--- src/rtl/regfile_param.sv ---
// ============================================================================
// Module   : regfile_param
// Purpose  : Parametrised decode-stage register file with a per-register
//            busy scoreboard for the pipeline hazard unit. Writeback writes
//            one register per cycle; decode reserves destination registers
//            and reads operands together with their busy status.
// Revision : 1.0 - initial release
//
// Ports
//   clock            in   system clock, all state updates on rising edge
//   ctrl_reset       in   asynchronous active-high reset
//   ctrl_writeEn     in   write strobe
//   ctrl_writeReg    in   write index
//   data_writeReg    in   write data
//   ctrl_reserveEn   in   mark ctrl_reserveReg busy
//   ctrl_reserveReg  in   index to reserve
//   ctrl_readReg     in   packed read indices, port p at [p*ADDR_WIDTH +: ADDR_WIDTH]
//   data_readReg     out  packed read data, same packing
//   busy_readReg     out  busy bit of the register addressed by each port
//   busy_count       out  number of registers currently busy
//
// Build option
//   REGFILE_BYPASS_EN  when defined, a read port addressing the register
//                      being written this cycle sees the write data (and the
//                      busy state that register will have after the edge).
// ============================================================================
`default_nettype none

module regfile_param #(
  parameter int DATA_WIDTH = 32,
  parameter int ADDR_WIDTH = 5,
  parameter int READ_PORTS = 2,
  parameter int ZERO_REG   = 1
) (
  input  logic                             clock,
  input  logic                             ctrl_reset,
  input  logic                             ctrl_writeEn,
  input  logic [ADDR_WIDTH-1:0]            ctrl_writeReg,
  input  logic [DATA_WIDTH-1:0]            data_writeReg,
  input  logic                             ctrl_reserveEn,
  input  logic [ADDR_WIDTH-1:0]            ctrl_reserveReg,
  input  logic [READ_PORTS*ADDR_WIDTH-1:0] ctrl_readReg,
  output logic [READ_PORTS*DATA_WIDTH-1:0] data_readReg,
  output logic [READ_PORTS-1:0]            busy_readReg,
  output logic [ADDR_WIDTH:0]              busy_count
);

  localparam int DEPTH    = 2 ** ADDR_WIDTH;
  localparam bit HAS_ZERO = (ZERO_REG != 0);

  // Flattened view of the storage, assembled from the per-register
  // generate blocks below.
  logic [DATA_WIDTH-1:0] regs [DEPTH];
  logic [DEPTH-1:0]      busy;
  logic [DEPTH-1:0]      busy_next;
  logic [ADDR_WIDTH:0]   count_next;

  // Accesses to the hardwired zero register are dropped here, so neither
  // the storage nor the scoreboard ever sees them.
  logic write_ok;
  logic reserve_ok;

  assign write_ok   = ctrl_writeEn   && !(HAS_ZERO && (ctrl_writeReg   == '0));
  assign reserve_ok = ctrl_reserveEn && !(HAS_ZERO && (ctrl_reserveReg == '0));

  // --------------------------------------------------------------------------
  // Scoreboard next state. The write clear is applied first and the reserve
  // set second, so a same-index write+reserve leaves the register busy: the
  // reservation belongs to a newer producer than the value being written.
  // --------------------------------------------------------------------------
  always_comb begin
    busy_next = busy;
    if (write_ok) begin
      busy_next[ctrl_writeReg] = 1'b0;
    end
    if (reserve_ok) begin
      busy_next[ctrl_reserveReg] = 1'b1;
    end
  end

  // The count is the popcount of the next busy vector, registered on the
  // same edge as the busy bits so the two can never disagree.
  always_comb begin
    count_next = '0;
    for (int i = 0; i < DEPTH; i++) begin
      count_next = count_next + {{ADDR_WIDTH{1'b0}}, busy_next[i]};
    end
  end

  always_ff @(posedge clock or posedge ctrl_reset) begin
    if (ctrl_reset) begin
      busy_count <= '0;
    end else begin
      busy_count <= count_next;
    end
  end

  // --------------------------------------------------------------------------
  // Per-register storage and busy flag.
  // --------------------------------------------------------------------------
  for (genvar i = 0; i < DEPTH; i++) begin : g_reg
    if (HAS_ZERO && (i == 0)) begin : g_zero
      assign regs[i] = '0;
      assign busy[i] = 1'b0;
    end else begin : g_store
      logic [DATA_WIDTH-1:0] value;
      logic                  busy_bit;

      always_ff @(posedge clock or posedge ctrl_reset) begin
        if (ctrl_reset) begin
          value    <= '0;
          busy_bit <= 1'b0;
        end else begin
          if (write_ok && (ctrl_writeReg == ADDR_WIDTH'(i))) begin
            value <= data_writeReg;
          end
          busy_bit <= busy_next[i];
        end
      end

      assign regs[i] = value;
      assign busy[i] = busy_bit;
    end
  end

  // --------------------------------------------------------------------------
  // Read ports: combinational, zero latency, fully independent.
  // --------------------------------------------------------------------------
  for (genvar p = 0; p < READ_PORTS; p++) begin : g_rd
    logic [ADDR_WIDTH-1:0] idx;
    logic [DATA_WIDTH-1:0] rdata;
    logic                  rbusy;

    assign idx = ctrl_readReg[p*ADDR_WIDTH +: ADDR_WIDTH];

    always_comb begin
      rdata = regs[idx];
      rbusy = busy[idx];
`ifdef REGFILE_BYPASS_EN
      // Forward the in-flight write. write_ok already excludes the zero
      // register; reset suppresses forwarding so outputs read zero at once.
      if (!ctrl_reset && write_ok && (idx == ctrl_writeReg)) begin
        rdata = data_writeReg;
        rbusy = ctrl_reserveEn && (ctrl_reserveReg == ctrl_writeReg);
      end
`endif
    end

    assign data_readReg[p*DATA_WIDTH +: DATA_WIDTH] = rdata;
    assign busy_readReg[p]                          = rbusy;
  end

endmodule

`default_nettype wire

--- config.mk ---
export PLATFORM = sky130hd
export DESIGN_NAME = regfile_param
export DESIGN_NICKNAME = d
export VERILOG_FILES = /design/src/rtl/regfile_param.sv
export SDC_FILE = /design/constraint.sdc
export NUM_CORES = 2
export LEC_CHECK = 0
export CORE_AREA = 2 2 297 299
export DETAILED_ROUTE_END_ITERATION = 8
export DIE_AREA = 0 0 299 301
export DONT_BUFFER_PORTS = 1
export PLACE_DENSITY = 0.82
export SKIP_CTS_REPAIR_TIMING = 1
export SLEW_MARGIN = 20
export SYNTH_ARGS = -nofsm -noshare
export SYNTH_HDL_FRONTEND = slang
export SYNTH_SLANG_ARGS = --single-unit
--- constraint.sdc ---
create_clock -name clock -period 77.7 [get_ports clock]
set_input_delay 15.54 -clock clock [delete_from_list [all_inputs] [get_ports clock]]
set_output_delay 15.54 -clock clock [all_outputs]
set_load 0.02 [all_outputs]
==> results.json <==
{
  "seqCellArea_sq_mm": 0.0257,
  "yosysMostFrequentCell": "dfrtp_1",
  "clockRootBuffer": "clkbuf_16",
  "clk_pin_slew_ns": 0.06,
  "p_leak_nw": 26.3,
  "postRouteAntennaNets": 0,
  "skew_ns": 0.00435,
  "yosysSeqAreaShare": 0.459,
  "final_max_slew_viol_count": 0,
  "power_frac_clock": 0.312,
  "timing_worst_setup_path_type": "input port to output port",
  "viasPerCell": 7.41,
  "core_sq_mm": 0.0865,
  "rsz0062_at_grt": "false",
  "fin_setup_tns_ns": 0,
  "cts_tree": "built",
  "drive_above_1_share": 0.458,
  "power_density_mw_per_mm2": 28.9,
  "vias": 36100,
  "slew_headroom": 0.315,
  "portBuffers": 0,
  "fin_crit_ns": 33.55,
  "wl_per_cell_um": 32.3,
  "die_h_um": 301,
  "multiInputGateArea_sq_mm": 0.0284,
  "p_int_w": 0.00123,
  "start_util": 0.649,
  "n_fill_cell": 5693,
  "postSynthNetCount": 3969,
  "instances_no_fill": 4873,
  "synth_flop_cell": "dfrtp_1",
  "die_area_sq_mm": 0.0900,
  "grt_start_max_net_pins": 300,
  "end_kind": "output port",
  "cts.sinks": 1029,
  "cp_max_fo": 299,
  "nets": 3717,
  "yosysTopAreaCell": "dfrtp_1",
  "detail_route.first_pass.iterations": 7,
  "antennaDiodeCount": 0,
  "peakVddDrop_mv": 0.0642,
  "finalSetupViolCount": 0,
  "synth_area_sq_mm": 0.0561,
  "wirelength_mm": 157,
  "die_w_um": 299,
  "maxCapViolCount": 0,
  "areaGrowthSynthToFinish_pct": 6.81,
  "synth.distinct_cells": 44,
  "gp_congestion": 0.871,
  "switching_share": 0.291,
  "power.net_switching_w": 0.000505,
  "hold_viol": 0,
  "dp_hpwl_mm": 81.7,
  "worst_pin_slew_ns": 1.03,
  "syn_inst": 3882,
  "cts_buffers": 107,
  "num_rows": 108,
  "seqPwrFrac": 0.422,
  "fin_util": 0.693,
  "start_kind": "input port",
  "remaining_drc_errors": 0,
  "cts_buffer_depth": 3,
  "worstPathRequired_ns": 62.16,
  "place_inst": 4675,
  "drt_iter0_drc": 3967,
  "synth.avg_cell_area_sq_um": 14.5,
  "antenna_found_initial": 1,
  "fmax_ghz": 0.0298,
  "outcome": "completed",
  "post-route-period-util": 0.432,
  "synth-edff-count": 0,
  "yosysWarnings": 0,
  "grt_pass1_wl_mm": 239,
  "min_path_type": "flip-flop to flip-flop",
  "grt_usage": 0.355,
  "comb_power_share": 0.266,
  "async_flop_share": 1.00,
  "arrival_ns": 18.01,
  "ys_ff_latch": 1029,
  "io_pins": 128,
  "synth_top_area_frac": 0.459,
  "first_global_vias": 37300,
  "ys_top_cells_by_area": "dfrtp_1 (46%), mux2_2 (20%), mux4_2 (16%)",
  "cts_max_level": 3,
  "insertion_delay_ns": 0.67,
  "synth_common_cells": "dfrtp_1 (1,029), mux2_2 (1,011), mux4_2 (396)",
  "grt_overflow": 0
}
placed cells by master, fill, tap and decap left out, types with 36 or more instances in the layout:
cell type  count
a211oi_1      66
dfrtp_1     1029
o21ai_0       36
mux2i_1      167
a22o_1       225
mux2_1        36
o22ai_1       66
nand2_1       78
o31ai_1       66
buf_4         57
mux4_2       396
clkbuf_16    108
mux2_2      1011
through the flow:
stage	worst slack [ns]	hold slack, ns	area, sq um	power, W
3_3_place_gp	44.46	0.490	56200	0.00117
2_1_floorplan	33.20	0.476	56100	0.00111
4_1_cts	44.44	0.511	59900	0.00173
6_report	44.15	0.508	59900	0.00173
3_5_place_dp	44.42	0.497	56200	0.00119
5_1_grt	44.13	0.515	59900	0.00182
final timing paths:
kind                                                    startpoint                                      end  slack, ns  depth (start not counted)
hold reg to reg            g_reg[30].g_store.value[20]$_DFFE_PP0P_  g_reg[30].g_store.value[20]$_DFFE_PP0P_       0.51                          1
hold / removal             g_reg[30].g_store.value[20]$_DFFE_PP0P_  g_reg[30].g_store.value[20]$_DFFE_PP0P_       0.51                          1
max in group asynchronous                               ctrl_reset  g_reg[11].g_store.value[17]$_DFFE_PP0P_      59.47                          4
setup / recovery                                   ctrl_readReg[0]                         data_readReg[24]      44.15                          5
min in group asynchronous                               ctrl_reset                  busy_count[3]$_DFF_PP0_      14.88                          1
setup reg to reg              g_reg[23].g_store.busy_bit$_DFF_PP0_                  busy_count[4]$_DFF_PP0_      72.45                         15
layer usage:
metal,global-route usage,vias to the layer above,part of all wire
li1,-,14400,-
met1,0.492,19100,0.38
met2,0.548,2058,0.47
met3,0.0853,439,0.11
met4,0.141,0,0.044
met5,0,-,0
power by group through the flow:
stage | clock network [W] | logic [W] | registers (W)
after detailed placement | 0 | 0.000458 | 0.000735
after CTS | 0.000545 | 0.000461 | 0.000727
after floorplan | 0 | 0.000401 | 0.000710
after global routing | 0.000568 | 0.000506 | 0.000743
after global placement | 0 | 0.000442 | 0.000728
final | 0.000541 | 0.000461 | 0.000730
critical path, cell delays in order:
cell and delay, ns:
nor2b_4 0.45, buf_4 0.60, a22o_1 0.24, a211oi_1 0.07, o31ai_1 0.83
cells by family (layout without fill, tap and decap cells):
family | after synthesis | after routing | share of synthesized area
flip-flops | 1029 | 1029 | 0.459
AO/OA/AOI/OAI | 519 | 519 | 0.0698
adder cells (fa/ha/maj) | 31 | 31 | 0.0101
multiplexers | 1620 | 1620 | 0.402
AND/OR/NAND/NOR | 222 | 222 | 0.0206
buffers and inverters | 457 | 293 | 0.0386
XOR/XNOR | 3 | 3 | 0.000468
other | 1 | 1 | 0.0000668
layout make-up:
type,count,share of cell area
Sequential cell,1029,0.430
Tap cell,1155,0.0241
Clock inverter,46,0.0109
Inverter,35,0.00234
Multi-Input combinational cell,2396,0.473
Clock buffer,151,0.0511
Timing Repair Buffer,61,0.00845
sequential cells by signal (all words and copies together), names as in the netlist:
signal / flops
g.g_store.value: 992
g.g_store.busy_bit: 31
busy_count: 6
Note: power is estimated with default switching activity, not from simulation.
